<file path="config.mk">
export PLATFORM = sky130hd
export DESIGN_NAME = mul_seq_ctrl
export DESIGN_NICKNAME = d
export VERILOG_FILES = /design/src/rtl/mul_pkg.sv /design/src/rtl/mul_shift_add.sv /design/src/rtl/mul_seq_ctrl.sv
export SDC_FILE = /design/constraint.sdc
export NUM_CORES = 1
export LEC_CHECK = 0
export CAP_MARGIN = 10
export CORE_ASPECT_RATIO = 0.6
export CORE_MARGIN = 2
export CORE_UTILIZATION = 55
export CTS_CLUSTER_SIZE = 40
export DETAILED_ROUTE_END_ITERATION = 10
export GPL_ROUTABILITY_DRIVEN = 0
export PLACE_DENSITY = 0.83
export RECOVER_POWER = 25
export SYNTH_ARGS = -nofsm -noshare
export SYNTH_HDL_FRONTEND = slang
export SYNTH_HIERARCHICAL = 1
export SYNTH_SLANG_ARGS = --single-unit
</file>
<file path="constraint.sdc">
create_clock -name clk -period 4.9 [get_ports clk]
set_clock_uncertainty 0.15 [all_clocks]
set_input_delay 0.98 -clock clk [delete_from_list [all_inputs] [get_ports clk]]
set_output_delay 0.98 -clock clk [all_outputs]
set_load 0.03 [all_outputs]
</file>
<file path="src/rtl/mul_pkg.sv">
// Shared types and constants for the serial multiplier sequencing controller.
package mul_pkg;

    localparam int XLEN_DEF  = 32;
    localparam int MUL_ITERS = 32;

    typedef enum logic [1:0] {
        MUL    = 2'd0,
        MULH   = 2'd1,
        MULHSU = 2'd2,
        MULHU  = 2'd3
    } mul_op_e;

    typedef enum logic [1:0] {
        IDLE = 2'd0,
        CALC = 2'd1,
        FIX  = 2'd2,
        DONE = 2'd3
    } mul_state_e;

    // Two's-complement magnitude of a 32-bit value when neg is set; the most
    // negative value maps to itself, which is the correct unsigned magnitude.
    function automatic logic [XLEN_DEF-1:0] cond_abs(input logic [XLEN_DEF-1:0] v,
                                                     input logic                neg);
        logic [XLEN_DEF-1:0] r;
        if (neg) begin
            r = (~v) + {{(XLEN_DEF-1){1'b0}}, 1'b1};
        end else begin
            r = v;
        end
        return r;
    endfunction

endpackage

</file>
<file path="src/rtl/mul_shift_add.sv">
// One-bit-per-cycle shift-add datapath: accumulator, multiplicand,
// multiplier shift register and iteration count.
module mul_shift_add
    import mul_pkg::*;
#(
    parameter int XLEN  = XLEN_DEF,
    parameter int CNT_W = $clog2(XLEN)
) (
    input  logic              clk,
    input  logic              reset,
    input  logic              clear_i,
    input  logic              load_i,
    input  logic              step_i,
    input  logic [XLEN-1:0]   mcand_i,
    input  logic [XLEN-1:0]   mplier_i,
    output logic [2*XLEN-1:0] acc_o,
    output logic              last_iter_o
);

    logic [2*XLEN-1:0] acc_q, acc_d;
    logic [2*XLEN-1:0] mcand_q, mcand_d;
    logic [XLEN-1:0]   mplier_q, mplier_d;
    logic [CNT_W-1:0]  cnt_q, cnt_d;

    // Next-state: the multiplicand shifts left and the multiplier shifts right,
    // so mplier_q[0] is bit[count] and mcand_q is mcand << count.
    always_comb begin
        acc_d    = acc_q;
        mcand_d  = mcand_q;
        mplier_d = mplier_q;
        cnt_d    = cnt_q;
        if (clear_i) begin
            acc_d    = {(2*XLEN){1'b0}};
            mcand_d  = {(2*XLEN){1'b0}};
            mplier_d = {XLEN{1'b0}};
            cnt_d    = {CNT_W{1'b0}};
        end else if (load_i) begin
            acc_d    = {(2*XLEN){1'b0}};
            mcand_d  = {{XLEN{1'b0}}, mcand_i};
            mplier_d = mplier_i;
            cnt_d    = {CNT_W{1'b0}};
        end else if (step_i) begin
            if (mplier_q[0]) begin
                acc_d = acc_q + mcand_q;
            end else begin
                acc_d = acc_q;
            end
            mcand_d  = {mcand_q[2*XLEN-2:0], 1'b0};
            mplier_d = {1'b0, mplier_q[XLEN-1:1]};
            if (last_iter_o) begin
                cnt_d = cnt_q;
            end else begin
                cnt_d = cnt_q + {{(CNT_W-1){1'b0}}, 1'b1};
            end
        end else begin
            acc_d = acc_q;
        end
    end

    // Datapath registers with synchronous reset.
    always_ff @(posedge clk) begin
        if (reset) begin
            acc_q    <= {(2*XLEN){1'b0}};
            mcand_q  <= {(2*XLEN){1'b0}};
            mplier_q <= {XLEN{1'b0}};
            cnt_q    <= {CNT_W{1'b0}};
        end else begin
            acc_q    <= acc_d;
            mcand_q  <= mcand_d;
            mplier_q <= mplier_d;
            cnt_q    <= cnt_d;
        end
    end

    assign acc_o       = acc_q;
    assign last_iter_o = (cnt_q == CNT_W'(XLEN - 1));

endmodule

</file>
<file path="src/rtl/mul_seq_ctrl.sv">
// Sequencing controller for the EX-stage serial multiplier: handshake, sign
// conditioning, iteration control, sign fix-up, word select and flush.
module mul_seq_ctrl
    import mul_pkg::*;
#(
    parameter int XLEN  = XLEN_DEF,
    parameter int TAG_W = 5
) (
    input  logic             clk,
    input  logic             reset,
    input  logic             in_valid,
    output logic             in_ready,
    input  logic [1:0]       in_op,
    input  logic [XLEN-1:0]  in_a,
    input  logic [XLEN-1:0]  in_b,
    input  logic [TAG_W-1:0] in_tag,
    input  logic             flush,
    output logic             out_valid,
    input  logic             out_ready,
    output logic [XLEN-1:0]  out_result,
    output logic [TAG_W-1:0] out_tag,
    output logic             busy
);

    mul_state_e        state_q, state_d;
    mul_op_e           op_q, op_d;
    logic              neg_q, neg_d;
    logic [TAG_W-1:0]  tag_q, tag_d;
    logic [XLEN-1:0]   res_q, res_d;
    logic [TAG_W-1:0]  otag_q, otag_d;

    logic              accept_s;
    logic              sign_a_s, sign_b_s;
    logic [XLEN-1:0]   mag_a_s, mag_b_s;
    logic              zero_s;
    logic [2*XLEN-1:0] acc_s, prod_s;
    logic [XLEN-1:0]   word_s;
    logic              last_iter_s;
    logic              sa_load_s, sa_step_s, sa_clear_s;

    assign in_ready = (state_q == IDLE) && !flush;
    assign accept_s = in_valid && in_ready;
    assign zero_s   = (in_a == {XLEN{1'b0}}) || (in_b == {XLEN{1'b0}});

    // Operand sign conditioning: rs1 is signed for MULH/MULHSU, rs2 only for MULH.
    always_comb begin
        sign_a_s = 1'b0;
        sign_b_s = 1'b0;
        case (mul_op_e'(in_op))
            MULH: begin
                sign_a_s = in_a[XLEN-1];
                sign_b_s = in_b[XLEN-1];
            end
            MULHSU: begin
                sign_a_s = in_a[XLEN-1];
                sign_b_s = 1'b0;
            end
            default: begin
                sign_a_s = 1'b0;
                sign_b_s = 1'b0;
            end
        endcase
        mag_a_s = cond_abs(in_a, sign_a_s);
        mag_b_s = cond_abs(in_b, sign_b_s);
    end

    // Sign fix-up of the unsigned magnitude product and low/high word select.
    always_comb begin
        if (neg_q) begin
            prod_s = (~acc_s) + {{(2*XLEN-1){1'b0}}, 1'b1};
        end else begin
            prod_s = acc_s;
        end
        if (op_q == MUL) begin
            word_s = prod_s[XLEN-1:0];
        end else begin
            word_s = prod_s[2*XLEN-1:XLEN];
        end
    end

    // FSM next-state, datapath controls and result/tag capture.
    always_comb begin
        state_d    = state_q;
        op_d       = op_q;
        neg_d      = neg_q;
        tag_d      = tag_q;
        res_d      = res_q;
        otag_d     = otag_q;
        sa_load_s  = 1'b0;
        sa_step_s  = 1'b0;
        sa_clear_s = 1'b0;
        case (state_q)
            IDLE: begin
                if (accept_s) begin
                    op_d  = mul_op_e'(in_op);
                    neg_d = sign_a_s ^ sign_b_s;
                    tag_d = in_tag;
                    if (zero_s) begin
                        state_d = DONE;
                        res_d   = {XLEN{1'b0}};
                        otag_d  = in_tag;
                    end else begin
                        state_d   = CALC;
                        sa_load_s = 1'b1;
                    end
                end else begin
                    state_d = IDLE;
                end
            end
            CALC: begin
                if (flush) begin
                    state_d    = IDLE;
                    sa_clear_s = 1'b1;
                end else begin
                    sa_step_s = 1'b1;
                    if (last_iter_s) begin
                        state_d = FIX;
                    end else begin
                        state_d = CALC;
                    end
                end
            end
            FIX: begin
                if (flush) begin
                    state_d    = IDLE;
                    sa_clear_s = 1'b1;
                end else begin
                    res_d   = word_s;
                    otag_d  = tag_q;
                    state_d = DONE;
                end
            end
            DONE: begin
                if (flush) begin
                    state_d = IDLE;
                end else if (out_ready) begin
                    state_d = IDLE;
                end else begin
                    state_d = DONE;
                end
            end
            default: begin
                state_d = IDLE;
            end
        endcase
    end

    // Control and result registers with synchronous reset.
    always_ff @(posedge clk) begin
        if (reset) begin
            state_q <= IDLE;
            op_q    <= MUL;
            neg_q   <= 1'b0;
            tag_q   <= {TAG_W{1'b0}};
            res_q   <= {XLEN{1'b0}};
            otag_q  <= {TAG_W{1'b0}};
        end else begin
            state_q <= state_d;
            op_q    <= op_d;
            neg_q   <= neg_d;
            tag_q   <= tag_d;
            res_q   <= res_d;
            otag_q  <= otag_d;
        end
    end

    mul_shift_add #(
        .XLEN (XLEN)
    ) u_shift_add (
        .clk         (clk),
        .reset       (reset),
        .clear_i     (sa_clear_s),
        .load_i      (sa_load_s),
        .step_i      (sa_step_s),
        .mcand_i     (mag_a_s),
        .mplier_i    (mag_b_s),
        .acc_o       (acc_s),
        .last_iter_o (last_iter_s)
    );

    assign out_valid  = (state_q == DONE);
    assign busy       = (state_q != IDLE);
    assign out_result = res_q;
    assign out_tag    = otag_q;

endmodule

</file>
# Word-level counts from Yosys, hierarchy flattened
# Cells that the tools add are included.
# word_totals
regBits	212
romBits	0
wordCells	82
ram_bits	0
mem_count	0
latch_bits	0
# op_classes
n_lt_le_gt_ge	0
n_shift	0
div_mod_pow	0
reduce_logical	19
bitwise_logic	5
add_sub_neg	5
mul	0
n_eq_ne	9
mux	33
# op_table
operator	count
$mux 32	10
$add 32x1->32 const B	2
$add 64x1->64 const B	1
$add 64x64->64	1
$logic_not 32->1	2
$mux 64	1
$not 32->32	2
$not 64->64	1
$pmux 32 s2	1
$mux 5	3
$mux 2	7
$pmux 5 s2	1
$mux 1	9
$pmux 2 s4	1
$eq 2x2->1 const B	3
$ne 2x2->1 const B	3
$reduce_and 2->1	3
$reduce_bool 2->1	3
$reduce_or 2->1	3
$add 5x1->5 const B	1
$eq 5x5->1 const B	1
$eq 2x1->1 const B	2
$logic_not 2->1	2
$reduce_and 4->1	1
other kinds (6)	7

# Longest topological paths before layout
# logic_depth
word_depth	6
mapped_depth	14
mapped_depth_nobuf	13

# Cells and area by module
# Netlist, hierarchy kept.
# by_module_without_submodules
module	cells_each	instances	area_per_inst_um2
mul_shift_add	1261	1	9962.1
mul_seq_ctrl	828	1	5733.0

# Worst setup path after synthesis
# Ideal clock, no wire load.
# synth_path
path_type	input to register
from	input port in_b[1]
to	register u_shift_add.acc_q[60], in the netlist u_shift_add/acc_o[60]
setup_slack_ns	0.824
arrival_time_ns	3.857
stages	13
path_cell_list	inv_1 ha_1 nor3b_1 nand4_1 or3_4 nor3_1 a211oi_1 or3_1 clkbuf_1 nor2_1 clkbuf_1 nand2_1 o21ai_1
# synth_via
elab_chain_cells	6
# synth_rtl
item	line_no	source
start: declaration	mul_seq_ctrl.sv:15	input logic [XLEN-1:0] in_b,
$logic_not 32->1	mul_seq_ctrl.sv:43	assign zero_s = (in_a == {XLEN{1'b0}}) || (in_b == {XLEN{1'b0}});
$logic_or 1x1->1	mul_seq_ctrl.sv:43	
$mux 1	mul_seq_ctrl.sv:98	if (zero_s) begin
$mux 1	mul_seq_ctrl.sv:94	if (accept_s) begin
$mux 1	mul_seq_ctrl.sv:92	case (state_q)
net sa_load_s	mul_seq_ctrl.sv:39	logic sa_load_s, sa_step_s, sa_clear_s;
$reduce_or 3->1 (no source line)	--	
end signal: assignment	mul_shift_add.sv:63	acc_q <= {(2*XLEN){1'b0}};
end: declaration	mul_shift_add.sv:20	logic [2*XLEN-1:0] acc_q, acc_d;
# The timed path passes the listed nets, and every way through them passes these cells.
# A chain may end at the register's enable or synchronous reset.

# Worst setup path after layout
# layout_path
from	input port in_b[14]
to	register res_q[5], in the netlist out_result[5]
# layout_via
elab_chain_cells	4
# layout_rtl
item	line_no	source
$logic_not 32->1	mul_seq_ctrl.sv:43	
$logic_or 1x1->1	mul_seq_ctrl.sv:43	
$ne 2x2->1 (no source line)	--	
$reduce_and 4->1 (no source line)	--	
end signal: assignment	mul_seq_ctrl.sv:155	res_q <= {XLEN{1'b0}};
end signal: assignment	mul_seq_ctrl.sv:162	res_q <= res_d;
end: declaration	mul_seq_ctrl.sv:29	logic [XLEN-1:0] res_q, res_d;
# No other way between the ends.

==> reports/metrics.csv <==
metric;value;unit
outcome;complete, no violations;
total grt overflow;0;
htree depth;1;
CTS clock-pin slew for the worst setup and hold paths;0.07;ns
pre-CTS WS;0.01135;ns
postcts setup bufs;0;
worst skew pair latency;0.54;ns
ANT nets after route;0;
P_leak;7.197;nW
# DRC;0;
root buffer cell;clkbuf_16;
crit path launch type;input port;
deepest clock path buffer count;3;
core area;27820;um2
# resized after CTS;0;
Post-Synthesis Cells;2089;
commonest non-fill, non-tap cell in the layout;nor2_1;
hold_buf cts;0;
Main synth FF type;dfxtp_1;
Sink Count;212;
critical-path cell list;clkdlybuf4s50_1 -> or4_4 -> or3_4 -> or3_4 -> o21ai_0 -> nor3_4 -> clkbuf_2 -> a22o_1;
Layout area overhead;13.94;%
drt first-iter violations;2590;
row count;47;
max cap viols;0;
period utilization;92.27;%
Fill cells;2346;
vias in the first global route;15150;
Final Cell Area;17880;um2
Max stage delay on crit path;1.12;ns
r2r setup slk;0.94;ns
io pins;116;
largest net degree at the start of global routing;93;
DR WL/cell;20.23;um
Synth Warn #;6;
Hold Path Class;flop to flop;
vias per cell;6.675;
IO Port Bufs;115;
DPL Wire Length;37.83;mm
post-synthesis async set-or-reset flop share;0;%
Critical Path Fanout Max;30;
fin crit period;4.521;ns
drt total wl;50.92;mm
GRT Overall Usage;32.87;%
Die Height;134.9;um
Worst setup EP type;flop;
unrepaired setup endpoints after global routing;false;
worst vdd ir;0.1920;mV
Initial DRT Pass Iterations;10;
number of synthesized flops with an enable pin;0;
first-pass GRT wire length;80.39;mm
Power Dens Cells;239.1;nW/um2
Slowest cell on crit path;o21ai_0;
Setup Viol. Count Final;0;
mean post-synth cell area;7.513;um2
commonest cells after routing, fill and taps aside;297 x nor2_1, 229 x nand2_1, 219 x a21oi_1, 212 x dfxtp_1, 108 x mux2i_1;
CP arrival;4.80;ns
nets;2285;
register area share after synthesis;27.04;%
Netlist cell types;95;
FMAX;0.2212;GHz
final setup margin;0.3790;ns
total power;4.276;mW
Antenna Cells;0;
syn_nets;2240;
Area after DPL;17040;um2
endpoints failing hold;0;
Max-slew headroom;3.072;%
total number of vias;16800;
Initial Utilization;56.43;%
pin slew with the least headroom to its limit;1.439;ns
Sum Neg Setup Slack;0;ns
initial antenna violation count;0;
die footprint;29950;um2
Slew Viols, Final;0;
mapped cell area;15700;um2
Worst EP required;5.18;ns
Die X;222.1;um
CTS Buf Count;23;
most used cell, CP;or3_4;
CTS tree;built;
layout cell share with drive strength beyond 1;5.395;%
flops & latches, synth;212;
WS Path Type;input port to flop;
## sequential cells by signal, summed over array words and instances (netlist names)
signal	count
neg_q	1
op_q	2
out_tag	5
u_shift_add/mcand_q	64
state_q	2
u_shift_add/cnt_q	5
u_shift_add/acc_o	64
tag_q	5
u_shift_add/mplier_q	32
out_result	32
## cells in the mapped netlist (20+ instances only)
cell | count | area, um2
nor2_1 | 298 | 1119
a21oi_1 | 219 | 1096
inv_1 | 41 | 153.9
mux2i_1 | 108 | 1081
nand3_1 | 38 | 190.2
a21o_1 | 37 | 277.8
nor4_1 | 35 | 219.0
nand2_1 | 229 | 859.6
nor3_1 | 72 | 360.4
ha_1 | 74 | 925.9
dfxtp_1 | 212 | 4244
or3_1 | 20 | 125.1
xor2_1 | 60 | 525.5
o21ai_0 | 88 | 440.4
a32o_1 | 21 | 210.2
xnor2_1 | 60 | 525.5
nand4_1 | 37 | 231.5
clkbuf_1 | 90 | 337.8
## power by group
group	switching (mW)	internal, mW	total, mW
registers	0.0268	1.76	1.78
logic	0.309	0.203	0.512
clock network	0.776	1.20	1.98
total	1.11	3.16	4.28
## worst paths after layout
path / from / end / cells past startpoint
hold reg to reg: tag_q[4] / tag_q[4] / 2
setup / recovery: in_b[14] / out_result[5] / 8
setup reg to reg: u_shift_add/acc_o[0] / u_shift_add/acc_o[54] / 12
hold / removal: tag_q[4] / tag_q[4] / 2
## worst max-delay path: cells and delay by family
kind | cells | cell delay, ns
compound gates | 2 | 1.51
simple gates | 4 | 1.33
buf+inv | 2 | 0.96
## kinds of logic (layout without fill, tap and decap cells)
logic type,Yosys count,in the layout,synth area share [%]
multiplexers,110,110,7.031
XOR/XNOR,120,120,6.696
adder cells (fa/ha/maj),75,75,6.027
flip-flops,212,212,27.04
AND/OR/NAND/NOR,828,828,24.63
AO/OA/AOI/OAI,576,576,24.16
buffers and inverters,168,229,4.424
## through the flow
stage	util [%]	std cells	hold slack, ns
floorplan	-	2089	0.2864
global placement	61.27	2476	0.2916
detailed placement	61.27	2476	0.3003
CTS	64.34	2517	0.3089
global route	64.29	2517	0.3261
finish	64.29	2517	0.3098
## layout make-up
class	count	area [um2]	area share, %
clock buffer	28	644.4	3.603
clock inverter	13	210.2	1.175
inverter	42	157.7	0.8815
multi-input combinational	1709	10770	60.25
sequential	212	4244	23.73
tap	367	459.2	2.568
timing repair buffer	146	1394	7.794
## metal layers
metal | routed length (um) | GRT usage [%] | vias up
met2 | 20520 | 48.43 | 1077
met4 | 1555 | 7.695 | 0
li1 | - | - | 7715
met3 | 7328 | 11.64 | 202
met1 | 21510 | 45.86 | 7807
met5 | 0 | 0 | -
No activity file was read; power rests on OpenSTA's default activity.
